<file path="config.mk">
export PLATFORM = sky130hd
export DESIGN_NAME = circulant_transpose_buffer
export DESIGN_NICKNAME = d
export VERILOG_FILES = /design/src/rtl/circ_pkg.sv /design/src/rtl/bram_mem.sv /design/src/rtl/circ_rotator.sv /design/src/rtl/circulant_transpose_buffer.sv
export SDC_FILE = /design/constraint.sdc
export NUM_CORES = 1
export LEC_CHECK = 0
export ABC_AREA = 1
export BUFFER_PORTS_ARGS = -buffer_cell sky130_fd_sc_hd__buf_2
export CAP_MARGIN = 25
export CORE_UTILIZATION = 31
export CTS_CLUSTER_DIAMETER = 200
export DETAILED_ROUTE_END_ITERATION = 10
export GPL_TIMING_DRIVEN = 0
export SYNTH_ARGS = -nofsm -noshare
export SYNTH_HDL_FRONTEND = slang
export SYNTH_SLANG_ARGS = --single-unit
</file>
<file path="constraint.sdc">
create_clock -name clk -period 2.6 [get_ports clk]
set_clock_uncertainty 0.1 [all_clocks]
set_input_delay 0.52 -clock clk [delete_from_list [all_inputs] [get_ports clk]]
set_output_delay 0.52 -clock clk [all_outputs]
set_load 0.03 [all_outputs]
</file>
<file path="src/rtl/circ_pkg.sv">
// Shared types and helpers for the circulant transpose buffer: read-mode encoding,
// modular index arithmetic and index-width derivation.
package circ_pkg;

  typedef enum logic {
    RMODE_ROW = 1'b0,
    RMODE_COL = 1'b1
  } rmode_e;

  function automatic int unsigned clog2_min1(input int unsigned n);
    return (n > 1) ? $clog2(n) : 1;
  endfunction

  // Operands are already < n, so one conditional subtract replaces a divider.
  function automatic int unsigned circ_add(input int unsigned a, input int unsigned b,
                                           input int unsigned n);
    int unsigned s;
    s = a + b;
    if (s >= n) s = s - n;
    return s;
  endfunction

  function automatic int unsigned circ_sub(input int unsigned a, input int unsigned b,
                                           input int unsigned n);
    int unsigned s;
    s = a + n - b;
    if (s >= n) s = s - n;
    return s;
  endfunction

endpackage

</file>
<file path="src/rtl/bram_mem.sv">
// Simple dual-port synchronous RAM, read-first on address collision; contents not reset.
module bram_mem import circ_pkg::*; #(
  parameter int unsigned DATAW = 8,
  parameter int unsigned DEPTH = 8,
  parameter int unsigned AW    = clog2_min1(DEPTH)
) (
  input  logic             clk,
  input  logic             we,
  input  logic [AW-1:0]    waddr,
  input  logic [DATAW-1:0] wdata,
  input  logic             re,
  input  logic [AW-1:0]    raddr,
  output logic [DATAW-1:0] rdata
);

  logic [DATAW-1:0] mem [DEPTH];
  logic [DATAW-1:0] rdata_q;

  always_ff @(posedge clk) begin
    if (we) mem[waddr] <= wdata;
    if (re) rdata_q <= mem[raddr];
  end

  assign rdata = rdata_q;

endmodule

</file>
<file path="src/rtl/circ_rotator.sv">
// Chunk-wise rotator. DIR=0: dout[i] = din[(i+amt) mod N]; DIR=1: dout[i] = din[(i-amt) mod N].
module circ_rotator import circ_pkg::*; #(
  parameter int unsigned N   = 4,
  parameter int unsigned W   = 8,
  parameter int unsigned AL  = 2,
  parameter bit          DIR = 1'b0
) (
  input  logic [N*W-1:0] din,
  input  logic [AL-1:0]  amt,
  output logic [N*W-1:0] dout
);

  always_comb begin
    int unsigned src;
    src  = 0;
    dout = '0;
    for (int unsigned i = 0; i < N; i++) begin
      src = DIR ? circ_sub(i, 32'(amt), N) : circ_add(i, 32'(amt), N);
      dout[i*W +: W] = din[src*W +: W];
    end
  end

endmodule

</file>
<file path="src/rtl/circulant_transpose_buffer.sv">
// Multi-tile circulant-placed matrix buffer: row writes, row or transposed-column reads
// at fixed latency, and per-tile completeness tracking for ping-pong use.
module circulant_transpose_buffer import circ_pkg::*; #(
  parameter int unsigned MATRIX_DIM = 4,
  parameter int unsigned MEM_WIDTH  = 8,
  parameter int unsigned NUM_TILES  = 2,
  parameter int unsigned ROW_WIDTH  = MATRIX_DIM * MEM_WIDTH,
  parameter int unsigned ADDR_LEN   = clog2_min1(MATRIX_DIM),
  parameter int unsigned TILE_W     = clog2_min1(NUM_TILES)
) (
  input  logic                 clk,
  input  logic                 rst_n,
  input  logic                 wen,
  input  logic [TILE_W-1:0]    wtile,
  input  logic [ADDR_LEN-1:0]  waddr,
  input  logic [ROW_WIDTH-1:0] wdata,
  input  logic                 ren,
  input  logic                 rmode,
  input  logic [TILE_W-1:0]    rtile,
  input  logic [ADDR_LEN-1:0]  raddr,
  input  logic [NUM_TILES-1:0] tile_clr,
  output logic                 rvalid,
  output logic [ROW_WIDTH-1:0] rdata,
  output logic [NUM_TILES-1:0] tile_ready
);

  localparam int unsigned N     = MATRIX_DIM;
  localparam int unsigned W     = MEM_WIDTH;
  localparam int unsigned DEPTH = N * NUM_TILES;
  localparam int unsigned AW    = clog2_min1(DEPTH);

  logic                 wen_q,   wen_d;
  logic [TILE_W-1:0]    wtile_q, wtile_d;
  logic [ADDR_LEN-1:0]  waddr_q, waddr_d;
  logic [ROW_WIDTH-1:0] wdata_q, wdata_d;

  logic                 ren_q,   ren_d;
  rmode_e               rmode_q, rmode_d;
  logic [TILE_W-1:0]    rtile_q, rtile_d;
  logic [ADDR_LEN-1:0]  raddr_q, raddr_d;

  logic [AW-1:0]        baddr_q [N];
  logic [AW-1:0]        baddr_d [N];
  logic                 rv1_q, rv1_d, oob1_q, oob1_d;
  logic [ADDR_LEN-1:0]  rot1_q, rot1_d;
  logic                 rv2_q, rv2_d, oob2_q, oob2_d;
  logic [ADDR_LEN-1:0]  rot2_q, rot2_d;

  logic                 rvalid_q, rvalid_d;
  logic [ROW_WIDTH-1:0] rdata_q,  rdata_d;
  logic [N-1:0]         bitmap_q [NUM_TILES];
  logic [N-1:0]         bitmap_d [NUM_TILES];
  logic [NUM_TILES-1:0] tile_ready_q, tile_ready_d;

  logic                 wr_hit;
  logic [AW-1:0]        bank_waddr;
  logic [ROW_WIDTH-1:0] bank_wdata;
  logic [ROW_WIDTH-1:0] bank_rdata;
  logic [ROW_WIDTH-1:0] rd_collect;

  always_comb begin
    int unsigned row;
    row = 0;

    wen_d   = wen;
    wtile_d = wtile;
    waddr_d = waddr;
    wdata_d = wdata;
    ren_d   = ren;
    rmode_d = rmode_e'(rmode);
    rtile_d = rtile;
    raddr_d = raddr;

    wr_hit     = wen_q && (32'(wtile_q) < NUM_TILES) && (32'(waddr_q) < N);
    bank_waddr = AW'(32'(wtile_q) * N + 32'(waddr_q));

    // Column j lives on the anti-diagonal: bank m holds row (m-j) mod N.
    for (int unsigned m = 0; m < N; m++) begin
      row        = (rmode_q == RMODE_COL) ? circ_sub(m, 32'(raddr_q), N) : 32'(raddr_q);
      baddr_d[m] = AW'(32'(rtile_q) * N + row);
    end
    rv1_d  = ren_q;
    oob1_d = ren_q && !(32'(rtile_q) < NUM_TILES);
    rot1_d = raddr_q;

    rv2_d  = rv1_q;
    oob2_d = oob1_q;
    rot2_d = rot1_q;

    rvalid_d = rv2_q;
    rdata_d  = rdata_q;
    if (rv2_q) rdata_d = oob2_q ? '0 : rd_collect;

    // Clear is applied after the commit so it wins on a same-edge collision.
    for (int unsigned t = 0; t < NUM_TILES; t++) begin
      bitmap_d[t] = bitmap_q[t];
      if (wr_hit && (32'(wtile_q) == t)) bitmap_d[t][waddr_q] = 1'b1;
      if (tile_clr[t]) bitmap_d[t] = '0;
      tile_ready_d[t] = &bitmap_d[t];
    end
  end

  always_ff @(posedge clk or negedge rst_n) begin
    if (!rst_n) begin
      wen_q        <= 1'b0;
      wtile_q      <= '0;
      waddr_q      <= '0;
      wdata_q      <= '0;
      ren_q        <= 1'b0;
      rmode_q      <= RMODE_ROW;
      rtile_q      <= '0;
      raddr_q      <= '0;
      baddr_q      <= '{default: '0};
      rv1_q        <= 1'b0;
      oob1_q       <= 1'b0;
      rot1_q       <= '0;
      rv2_q        <= 1'b0;
      oob2_q       <= 1'b0;
      rot2_q       <= '0;
      rvalid_q     <= 1'b0;
      rdata_q      <= '0;
      bitmap_q     <= '{default: '0};
      tile_ready_q <= '0;
    end else begin
      wen_q        <= wen_d;
      wtile_q      <= wtile_d;
      waddr_q      <= waddr_d;
      wdata_q      <= wdata_d;
      ren_q        <= ren_d;
      rmode_q      <= rmode_d;
      rtile_q      <= rtile_d;
      raddr_q      <= raddr_d;
      baddr_q      <= baddr_d;
      rv1_q        <= rv1_d;
      oob1_q       <= oob1_d;
      rot1_q       <= rot1_d;
      rv2_q        <= rv2_d;
      oob2_q       <= oob2_d;
      rot2_q       <= rot2_d;
      rvalid_q     <= rvalid_d;
      rdata_q      <= rdata_d;
      bitmap_q     <= bitmap_d;
      tile_ready_q <= tile_ready_d;
    end
  end

  circ_rotator #(.N(N), .W(W), .AL(ADDR_LEN), .DIR(1'b1)) u_wr_rot (
    .din  (wdata_q),
    .amt  (waddr_q),
    .dout (bank_wdata)
  );

  circ_rotator #(.N(N), .W(W), .AL(ADDR_LEN), .DIR(1'b0)) u_rd_rot (
    .din  (bank_rdata),
    .amt  (rot2_q),
    .dout (rd_collect)
  );

  for (genvar m = 0; m < N; m++) begin : g_bank
    bram_mem #(.DATAW(W), .DEPTH(DEPTH)) u_bank (
      .clk   (clk),
      .we    (wr_hit),
      .waddr (bank_waddr),
      .wdata (bank_wdata[m*W +: W]),
      .re    (rv1_q && !oob1_q),
      .raddr (baddr_q[m]),
      .rdata (bank_rdata[m*W +: W])
    );
  end

  assign rvalid     = rvalid_q;
  assign rdata      = rdata_q;
  assign tile_ready = tile_ready_q;

endmodule

</file>
== Word level (Yosys, flattened, before mapping) ==
Memories as Yosys holds them, arrays and structs flattened. A register that Yosys moved wholly into a read port is not among the register bits.
Cells that the tools add are included.
Operators by class
  add/subtract/negate cells: 28
  $mul: 0
  div/mod/pow operators: 0
  $lt $le $gt $ge: 14
  eq/ne operators: 0
  shift operators: 8
  mux-type cells: 24
  bitwise gates (word level): 3
  reduce and logical (&&, ||, !) cells: 5
Operators with widths (count)
  >= comparator 32 x 3 -> 1 bit (second input constant): 11
  variable part select 32 x 33 -> 8 bit: 8
  2-to-1 mux 29 bit: 8
  subtractor 29 x 3 -> 29 bit (second input constant): 7
  subtractor 3 x 2 -> 4 bit (first input constant): 8
  2-to-1 mux 3 bit: 8
  2-to-1 mux 4 bit: 4
  adder 3 bit: 4
  subtractor 3 bit (second input constant): 4
  bitwise OR 4 bit: 2
  AND reduction 4 bit: 2
  adder 2 x 2 -> 3 bit (first input constant): 2
  subtractor 2 x 3 -> 4 bit (second input constant): 1
  adder 1 x 2 -> 3 bit (first input constant): 1
  adder 3 x 2 -> 3 bit: 1
  >= comparator 2 x 3 -> 1 bit (second input constant): 1
  logical AND 1 bit: 3
  < comparator 2 x 3 -> 1 bit (second input constant): 1
  2-to-1 mux 1 bit: 3
  demux 1 bit (select 2 bit): 1
  >= comparator 2 x 1 -> 1 bit (second input constant): 1
  inverter 1 bit: 1
Word-level totals
  flip-flop bits (word level): 102
  bits in latches: 0
  memory bits (writable): 256
  ROM bits: 0
  input bits: 45
  output and inout bits: 35
  word-level logic and storage cells: 107
  memories kept: 4
Memories
  g_bank[0].u_bank.mem: words 8, bits a word 8, read ports 1, clocked after memory_dff 1, wr ports 1, RTL line bram_mem.sv:16  | logic [DATAW-1:0] mem [DEPTH];
  g_bank[1].u_bank.mem: words 8, bits a word 8, read ports 1, clocked after memory_dff 1, wr ports 1, RTL line bram_mem.sv:16
  g_bank[2].u_bank.mem: words 8, bits a word 8, read ports 1, clocked after memory_dff 1, wr ports 1, RTL line bram_mem.sv:16
  g_bank[3].u_bank.mem: words 8, bits a word 8, read ports 1, clocked after memory_dff 1, wr ports 1, RTL line bram_mem.sv:16

== Logic depth before layout (Yosys ltp) ==
Gate-level depths: netlist (run 1).
  depth after elaboration: 8
  mapped depth: 10
  gate-level depth less buffers: 7

== Hierarchy ==
From an unflattened synthesis (run 1), not the netlist that was laid out.
Unflattened totals
  cells, all modules: 1858
  area total of the unflattened synthesis: 17850.9 um^2
By module, submodules not included
  bram_mem: instances 4, cells each 303, area an instance 3130.5 um^2, seq. area each 2162.1 um^2
  circulant_transpose_buffer: instances 1, cells each 205, area an instance 3352.0 um^2, seq. area each 2452.4 um^2
  circ_rotator at u_wr_rot: instances 1, cells each 221, area an instance 997.2 um^2, seq. area each 0.0 um^2
  circ_rotator at u_rd_rot: instances 1, cells each 220, area an instance 979.7 um^2, seq. area each 0.0 um^2

== Least setup slack after synthesis (run 1) ==
No wires, ideal clock.
  path type: register to register
  start point: register waddr_q[1]
  end point: memory g_bank[0].u_bank.mem[0][0], enable pin
  library setup time: 0.421 ns
  arrival time: 2.275 ns
  data required time: 2.079 ns
  slack: -0.196 ns
  cell stages (with the launch flop): 6
  buffers on the path: 2
  period minus slack after synthesis: 2.796 ns
  cells stage by stage: dfrtp_1 -> inv_1 -> buf_2 -> buf_2 -> nand2_1 -> nor2_1
On the way
  word-level cells in the longest chain between the ends: 1
RTL lines
  start: declaration: RTL line circulant_transpose_buffer.sv:34  | logic [ADDR_LEN-1:0] waddr_q, waddr_d;
  start signal: assignment: RTL line circulant_transpose_buffer.sv:127  | waddr_q <= waddr_d;
  adder 3 x 2 -> 3 bit: RTL line circulant_transpose_buffer.sv:75  | bank_waddr = AW'(32'(wtile_q) * N + 32'(waddr_q));
  end: declaration: RTL line bram_mem.sv:16
No other way between the ends.

== Worst setup path in the final report (run 1) ==
  start point: register waddr_q[1]
  end point: memory g_bank[2].u_bank.mem[3][1] (data pin)
On the way
  word-level cells in the longest chain between the ends: 4
  elaborated cells between the ends (all ways): 5
  classes of those cells: 2 x add/sub; 1 x order compare; 1 x shift; 1 x mux
RTL lines
  subtractor 3 x 2 -> 4 bit *: RTL line circ_pkg.sv:26  | s = a + n - b;
  subtractor 29 x 3 -> 29 bit or >= comparator 32 x 3 -> 1 bit (tied branches): RTL line circ_pkg.sv:27  | if (s >= n) s = s - n;
  2-to-1 mux 29 bit *: RTL line circ_pkg.sv:27
  variable part select 32 x 33 -> 8 bit *: RTL line circ_rotator.sv:19  | dout[i*W +: W] = din[src*W +: W];
  net bank_wdata[17]: RTL line circulant_transpose_buffer.sv:57  | logic [ROW_WIDTH-1:0] bank_wdata;
  end: declaration: RTL line bram_mem.sv:16
The timed path passes the listed nets; every way through them passes the cells marked *.

==> results of run 1 <==
## sequential cells by signal, indices dropped and copies added, names as in the netlist, 2 cells and up
register / flops
g_bank.u_bank.mem: 256
g_bank.u_bank.rdata: 32
rdata: 32
wdata_q: 32
baddr_q: 9
bitmap_q: 8
raddr_q: 2
rot2_q: 2
tile_ready: 2
waddr_q: 2
## routing by layer
metal / wire [µm] / global-route usage, %
met2: 19500 / 24.8
met5: 0 / 0
met3: 2530 / 2.57
met1: 20200 / 22.3
met4: 1380 / 6.34
## what timing repair did
item	CTS	global route
endpoints found under the setup margin	128	95
endpoints found under the hold margin	75	0
pin swaps	0	0
hold buffers	41	0
gates resized for setup	26	7
## cells by family (layout without fill, tap and decap cells)
group / count (synthesis) / after routing
other cells: 0 / 1
simple gates: 916 / 916
fa+ha+maj: 14 / 14
compound gates: 74 / 74
xor+xnor: 4 / 4
flops: 386 / 386
buf+inv: 386 / 602
## final timing paths
check / from / to / slack [ns] / cells after the start
worst max-delay path: waddr_q[1] / g_bank[2].u_bank.mem[3][1] / 0.20 / 8
worst min-delay path: rmode / rmode_q / 0.05 / 1
worst max register to register: waddr_q[1] / g_bank[2].u_bank.mem[3][1] / 0.20 / 8
worst min register to register: ren_q / rv1_q / 0.26 / 0
max in group asynchronous: rst_n / wdata_q[22] / 1.33 / 3
min in group asynchronous: rst_n / rdata[26] / 0.36 / 2
## placed cells by master, fill, tap and decap left out, types with 26 or more instances in the layout
cell type and n:
nand2_1 685, inv_1 303, edfxtp_1 288, nand3_1 192, buf_2 116, dfrtp_1 98
clkbuf_16 44, o21ai_0 42, dlygate4sd3_1 41, buf_4 26
## layout make-up
class,count,area (µm²),area share [%]
flip-flops and latches,386,11100,54.2
multi-input cells,1008,4400,21.5
clock buffers,57,1190,5.82
inverters,311,1170,5.70
repair buffers,139,1100,5.35
well taps,696,871,4.25
plain buffers,75,455,2.22
clock inverters,20,209,1.02
diodes,1,2.50,0.0122
## per-stage QoR
stage               cell area, µm²  utilization, %  cells
floorplan                    17000               -   1780
CTS                          20400            37.8   2688
finish                       20500            37.9   2693
detailed placement           18600            34.4   2570
global placement             18300            33.8   2555
global route                 20500            37.9   2692
## power by group
| part | switching (mW) | total (mW) | internal, mW |
|---|---|---|---|
| Sequential | 0.161 | 7.26 | 7.10 |
| Combinational | 1.32 | 1.89 | 0.561 |
| Clock | 2.45 | 6.08 | 3.63 |
==> flow_summary.json, run 1 <==
{
  "outcome": "finished clean",
  "async_reset_ff_share_pct": 25.4,
  "maxSlewHeadroom_pct": 33.2,
  "htreeDepth": 2,
  "postCtsSetupRepairBufs": 0,
  "antenna_left": 0,
  "fillCellCount": 5279,
  "syn2layout_area_growth_pct": 20.7,
  "hp-class": "in -> reg",
  "cts-root-buf": "clkbuf_16",
  "wire_per_inst_um": 16.2,
  "grt_max_degree": 64,
  "synth_top_family_by_area": "simple AND/OR/NAND/NOR gates",
  "vias_per_cell": 4.51,
  "path_delay_family": "buffers and inverters",
  "synth_warnings": 0,
  "yosys.area_share.simple_pct": 21.7,
  "synth_flop_cell": "edfxtp_1",
  "cts_buffer_depth": 3,
  "tightest_slew_ns": 0.992,
  "drc": 0,
  "cp.buffers_inverters": 5,
  "grt_pass1_vias": 12000,
  "synth.most_common_cell": "nand2_1",
  "rsz0062_at_grt": "false",
  "yosysTopAreaCell": "edfxtp_1",
  "drtIter0Drc": 981,
  "clkTransAtPathRegs_ns": 0.06,
  "dieWidth_um": 236,
  "grt_use_total_pct": 16.0,
  "crit_path_end_kind": "register",
  "gp_congestion": 0.886,
  "synthCells": 1780,
  "synth-adder-area-share_pct": 1.03,
  "syn_area_um2": 17000,
  "via_count": 12100,
  "synthTopCellsByArea": "edfxtp_1, nand2_1, dfrtp_1",
  "period_minus_slack_ns": 2.40,
  "total_power_mw": 15.2,
  "place_ws_ns": -0.350,
  "clock_sinks": 386,
  "cts_tree": "built",
  "hpwl_um": 29600,
  "cp_max_fo": 12,
  "core_area_um2": 54000,
  "setup_viol": 0,
  "start_util_pct": 31.4,
  "die_y_um": 236,
  "drt-pass1-iter-count": 5,
  "arrival_ns": 2.62,
  "drv_slew": 0,
  "synth_cell_type_count": 19,
  "synth-compound-area-share_pct": 2.20,
  "avgSynthCellArea_um2": 9.54,
  "yosysTopAreaCellShare_pct": 50.9,
  "drive_gt1_share_pct": 13.1,
  "yosys-mux-area-fraction_pct": 0,
  "cp-start-kind": "register",
  "crit_path_max_incr_delay_ns": 0.42,
  "overflow": 0,
  "syn_nets": 1839,
  "fmax_mhz": 416,
  "io-pin-count": 80,
  "min_period_over_period_pct": 92.4,
  "finalHoldViolCount": 0,
  "nets": 2022,
  "yosys-top-cells-count": "nand2_1, inv_1, edfxtp_1, nand3_1, dfrtp_1",
  "synth-seq-cells": 386,
  "slowest_stage": "dfrtp_1",
  "dieArea_um2": 55700,
  "port_buffers": 79,
  "rows": 85,
  "grt_first_pass_wirelength_um": 68300,
  "antenna_found_initial": 2,
  "ir_drop_v": 0.000431,
  "whs_ns": 0.0487,
  "synth-edff-count": 288,
  "timing.final.ws_setup_ns": 0.198,
  "leakage_nw": 9.62,
  "path_class": "reg -> reg",
  "synth-xor-area-share_pct": 0.206,
  "power.density_nw_per_um2": 743,
  "numCtsBuffers": 42,
  "timing.setup.tns_ns": 0,
  "timing.critical_path.mode_cell": "buf_2",
  "drv_cap": 0,
  "clkLatencyLatePin_ns": 0.57,
  "worstPathRequired_ns": 2.82,
  "drt_wl_total_um": 43600,
  "crit_chain": "inv_1 -> buf_2 -> buf_2 -> ha_1 -> inv_1 -> buf_2 -> nor2_1 -> nor2_2",
  "yosysSeqAreaShare_pct": 65.4
}
No activity file was read; power rests on OpenSTA's default activity.
==> inputs of run 2 (changes only) <==
- PLACE_DENSITY: unset -> 0.49
==> run 2 against run 1 <==
Count of clock-buffer cells in the layout is 14 higher; clock power is 1% higher; largest power group unchanged; critical path depth is 1 lower; hold slack worse by 0.0084 ns; wire length is 4.6% higher; final area is 0.32% higher; sequential power hardly changed.
==> flow_summary.json, run 2 (synthesis results as in run 1) <==
{
  "numCtsBuffers": 45,
  "hold_end": "bitmap_q[3]",
  "dp.cells": 2571,
  "hpwl_um": 31400,
  "clkLatencyLatePin_ns": 0.57,
  "dieWidth_um": 236,
  "layout.cells.non_filler": 2701,
  "total_power_mw": 15.4,
  "io-pin-count": 80,
  "reg2reg_setup_slack_ns": 0.12,
  "leakage_nw": 9.65,
  "dieArea_um2": 55700,
  "drv_slew": 0,
  "cp-start-kind": "register",
  "rr_startpoint": "waddr_q[1]",
  "crit_path_end_kind": "register",
  "cts_buffer_depth": 3,
  "mostFrequentLayoutCell": "nand2_1",
  "rr_endpoint": "g_bank[1].u_bank.mem[0][5]",
  "largest_reg_flops": 256,
  "fillCellCount": 5351,
  "drt_wl_total_um": 45600,
  "hold_depth": 2,
  "die_y_um": 236,
  "placed_area_um2": 18600,
  "regMostFlops": "g_bank.u_bank.mem",
  "grt_first_pass_wirelength_um": 70200,
  "fmax_mhz": 404,
  "hold_start": "tile_clr[1]",
  "grt_use_total_pct": 16.7,
  "setup_viol": 0,
  "core_area_um2": 54000,
  "outcome": "finished clean",
  "nets": 2028,
  "start_util_pct": 31.4,
  "period_minus_slack_ns": 2.48,
  "ir_drop_v": 0.000455,
  "antenna_found_initial": 2,
  "rsz0062_at_grt": "false",
  "worstPathRequired_ns": 2.74,
  "cp_max_fo": 12,
  "arrival_ns": 2.61,
  "antenna_left": 0,
  "wire_per_inst_um": 16.9,
  "rows": 85,
  "drv_cap": 0,
  "r2r_cells": 7,
  "stdcell_area_um2": 20600,
  "place_ws_ns": -0.517,
  "gp_congestion": 0.884,
  "port_buffers": 79,
  "maxSlewHeadroom_pct": 36.0,
  "min_period_over_period_pct": 95.2,
  "power.density_nw_per_um2": 747,
  "overflow": 0,
  "clock_sinks": 386,
  "cts-root-buf": "clkbuf_16",
  "grt_pass1_vias": 11800,
  "mostFrequentLayoutCells": "nand2_1, inv_1, edfxtp_1",
  "drive_gt1_share_pct": 13.3,
  "vias_per_cell": 4.42,
  "grt_max_degree": 63,
  "antennaDiodeCount": 0,
  "hp-class": "in -> reg",
  "drtIter0Drc": 858,
  "drc": 0,
  "via_count": 11900,
  "drt-pass1-iter-count": 5,
  "timing.final.ws_setup_ns": 0.124,
  "whs_ns": 0.0403,
  "tightest_slew_ns": 0.950,
  "clkTransAtPathRegs_ns": 0.06,
  "path_class": "reg -> reg",
  "htreeDepth": 2,
  "postCtsSetupRepairBufs": 0,
  "cts_tree": "built",
  "finalHoldViolCount": 0,
  "syn2layout_area_growth_pct": 21.1
}
run 2: cell count changes in the layout (fill, tap and decap cells not counted), moves of 2 or more:
cell       delta
bufinv_16     -3
clkbuf_1      +7
clkbuf_16     +2
clkbuf_8      +6
clkinv_1      -4
clkinv_2      -4
inv_4         +3
o21ai_1       -2
run 2: area by class of cell:
| class | count | area [µm²] | share of cell area [%] |
|---|---|---|---|
| repair buffers | 142 | 1110 | 5.40 |
| plain buffers | 75 | 455 | 2.22 |
| clock buffers | 71 | 1350 | 6.54 |
| multi-input cells | 1008 | 4410 | 21.4 |
| inverters | 311 | 1170 | 5.68 |
| flip-flops and latches | 386 | 11100 | 54.0 |
| well taps | 696 | 871 | 4.24 |
| clock inverters | 12 | 101 | 0.493 |
run 2: worst max path at each step:
stage               startpoint                    endpoint  slack [ns]  depth (start not counted)
global placement    waddr_q[0]  g_bank[2].u_bank.mem[1][3]       -2.14                          3
finish              waddr_q[1]  g_bank[1].u_bank.mem[0][5]        0.12                          7
CTS                 waddr_q[1]  g_bank[0].u_bank.mem[7][6]       -0.07                          8
detailed placement  waddr_q[0]  g_bank[0].u_bank.mem[7][6]       -0.52                          6
global route        waddr_q[1]  g_bank[2].u_bank.mem[5][3]      0.0006                          8
floorplan           waddr_q[1]  g_bank[0].u_bank.mem[0][0]       -0.20                          5
run 2: metal layers:
metal	vias to the layer above	GRT usage (%)	part of all wire, %
li1	5960	-	-
met3	77	2.54	4.5
met2	293	27.0	45
met1	5599	22.9	47
met4	2	5.66	2.7
met5	-	0	0.029
run 2: what timing repair did:
| action | 4_1_cts | 5_1_grt |
|---|---|---|
| endpoints found under the setup margin | 120 | 126 |
| hold endpoints to repair | 77 | 0 |
| pin swaps | 0 | 1 |
| resized for setup | 23 | 12 |
| hold buffers | 42 | 0 |
run 2: worst max-delay path: stages (launching register included):
cell	delay, ns
dfrtp_1	0.42
inv_1	0.07
buf_2	0.17
buf_2	0.21
ha_1	0.20
nor2_1	0.41
nand2_1	0.10
o21ai_1	0.47
run 2: per-stage QoR:
step	utilization, %	TNS [ns]
2_1_floorplan	-	-25.05
5_1_grt	38.1	0
3_3_place_gp	33.8	-394.85
3_5_place_dp	34.4	-40.73
6_report	38.1	0
4_1_cts	37.9	-0.515
run 2: power breakdown:
part           total, mW  internal, mW  switching [mW]
clock               6.17          3.65            2.52
sequential          7.28          7.10           0.179
combinational       1.90         0.565            1.33
==> inputs of run 3 (changes only) <==
- PLACE_DENSITY: 0.49 -> 0.47
- clock period: 2.6 -> 2.3 ns (I/O delays scaled with it)
==> run 3 against run 2 <==
Sequential cell count unchanged; clock power increased by 16%; setup slack got worse by 0.053 ns; hold slack improved by 0.24 ns; cell count up 0.22%; largest cell class unchanged; total power is 14% higher; via count hardly changed; critical path depth down 2; core utilization grew 0.59 points; non-clock buffer count rose by 6.
==> flow_summary.json, run 3 (synthesis results as in run 1) <==
{
  "outcome": "finished clean",
  "ir_drop_v": 0.000510,
  "cts-root-buf": "clkbuf_16",
  "timing.setup.tns_ns": 0,
  "regMostFlops": "g_bank.u_bank.mem",
  "p_int_mw": 13.0,
  "dieArea_um2": 55700,
  "netSwitchingPower_mw": 4.57,
  "hold_start": "rv2_q",
  "finalHoldViolCount": 0,
  "crit_path_end_kind": "register",
  "clkTransAtPathRegs_ns": 0.06,
  "overflow": 0,
  "tightest_slew_ns": 0.926,
  "grt_max_degree": 65,
  "rsz0062_at_grt": "true",
  "setup_viol": 0,
  "drv_slew": 0,
  "grt_pass1_vias": 11900,
  "wire_per_inst_um": 17.2,
  "swShare_pct": 26.0,
  "r2r_cells": 5,
  "antenna_left": 0,
  "place_ws_ns": -0.788,
  "drv_cap": 0,
  "period_minus_slack_ns": 2.23,
  "hold_depth": 0,
  "syn2layout_area_growth_pct": 22.9,
  "hpwl_um": 32000,
  "hold_end": "rvalid",
  "combPwrFrac_pct": 12.6,
  "numCtsBuffers": 45,
  "vias_per_cell": 4.40,
  "grt_first_pass_wirelength_um": 71900,
  "port_buffers": 79,
  "die_y_um": 236,
  "whs_ns": 0.280,
  "grt_use_total_pct": 17.1,
  "path_class": "reg -> reg",
  "cp-start-kind": "register",
  "placed_area_um2": 18600,
  "min_period_over_period_pct": 96.9,
  "gp_congestion": 0.921,
  "fillCellCount": 5264,
  "mostFrequentLayoutCells": "nand2_1, inv_1, edfxtp_1",
  "rows": 85,
  "timing.final.ws_setup_ns": 0.0713,
  "pwr-share-clk_pct": 40.6,
  "drtIter0Drc": 713,
  "via_count": 11900,
  "total_power_mw": 17.6,
  "drc": 0,
  "leakage_nw": 9.77,
  "mostFrequentLayoutCell": "nand2_1",
  "maxSlewHeadroom_pct": 37.9,
  "clock_sinks": 386,
  "nets": 2034,
  "cts_buffer_depth": 3,
  "arrival_ns": 2.38,
  "io-pin-count": 80,
  "htreeDepth": 2,
  "p_seq_share_pct": 46.9,
  "rr_startpoint": "waddr_q[0]",
  "clkLatencyLatePin_ns": 0.57,
  "antennaDiodeCount": 0,
  "fmax_mhz": 449,
  "cp_max_fo": 20,
  "rr_endpoint": "g_bank[3].u_bank.mem[0][5]",
  "dieWidth_um": 236,
  "drt_wl_total_um": 46500,
  "reg2reg_setup_slack_ns": 0.07,
  "worstPathRequired_ns": 2.45,
  "power.density_nw_per_um2": 842,
  "drt-pass1-iter-count": 5,
  "cts_tree": "built",
  "hp-class": "reg -> reg",
  "core_area_um2": 54000,
  "start_util_pct": 31.4,
  "antenna_found_initial": 1,
  "stdcell_area_um2": 20900,
  "drive_gt1_share_pct": 14.3,
  "largest_reg_flops": 256
}
## run 3: metrics by stage
stage	util, %	instances
2_1_floorplan	-	1780
3_3_place_gp	33.8	2555
3_5_place_dp	34.4	2570
4_1_cts	38.5	2703
5_1_grt	38.6	2707
6_report	38.6	2707
## run 3: worst max path at each step
stage,startpoint,to,slack (ns)
4_1_cts,waddr_q[1],g_bank[2].u_bank.mem[7][4],-0.008
5_1_grt,waddr_q[0],g_bank[3].u_bank.mem[0][5],-0.05
3_3_place_gp,waddr_q[0],g_bank[2].u_bank.mem[1][5],-2.39
2_1_floorplan,waddr_q[1],g_bank[0].u_bank.mem[0][0],-0.50
3_5_place_dp,waddr_q[0],g_bank[2].u_bank.mem[0][6],-0.79
6_report,waddr_q[0],g_bank[3].u_bank.mem[0][5],0.07
## run 3: critical path, cell delays in order, from the launching register on
cell,delay (ns)
dfrtp_2,0.46
clkbuf_8,0.19
inv_2,0.11
nand2_4,0.11
nor2_4,0.71
buf_16,0.24
## run 3: what timing repair did
action	CTS	global route
hold buffers	44	0
buffers inserted	6	3
setup endpoints to repair	420	136
pin swaps	5	4
hold endpoints to repair	81	0
gates resized for setup	59	9
## run 3: area by class of cell
type	instances	area, µm²	share of cell area [%]
Buffer	75	499	2.39
Inverter	311	1170	5.61
Sequential cell	386	11100	53.2
Clock buffer	67	1350	6.45
Tap cell	696	871	4.17
Clock inverter	16	151	0.725
Multi-Input combinational cell	1008	4440	21.3
Timing Repair Buffer	148	1290	6.20
## run 3: metal layers
layer | GRT usage, % | vias up | part of all wire (%)
met3 | 2.19 | 98 | 4.2
met2 | 27.7 | 305 | 46
met5 | 0 | - | 0
li1 | - | 5975 | -
met1 | 23.2 | 5546 | 47
met4 | 6.65 | 0 | 3.3
## run 3: power groups by stage
stage | combinational, mW | clock [mW] | sequential (mW)
2_1_floorplan | 1.08 | 0 | 8.47
3_3_place_gp | 1.98 | 0 | 8.39
3_5_place_dp | 2.06 | 0 | 8.38
4_1_cts | 2.21 | 7.35 | 8.24
5_1_grt | 2.46 | 7.59 | 8.27
6_report | 2.21 | 7.13 | 8.24
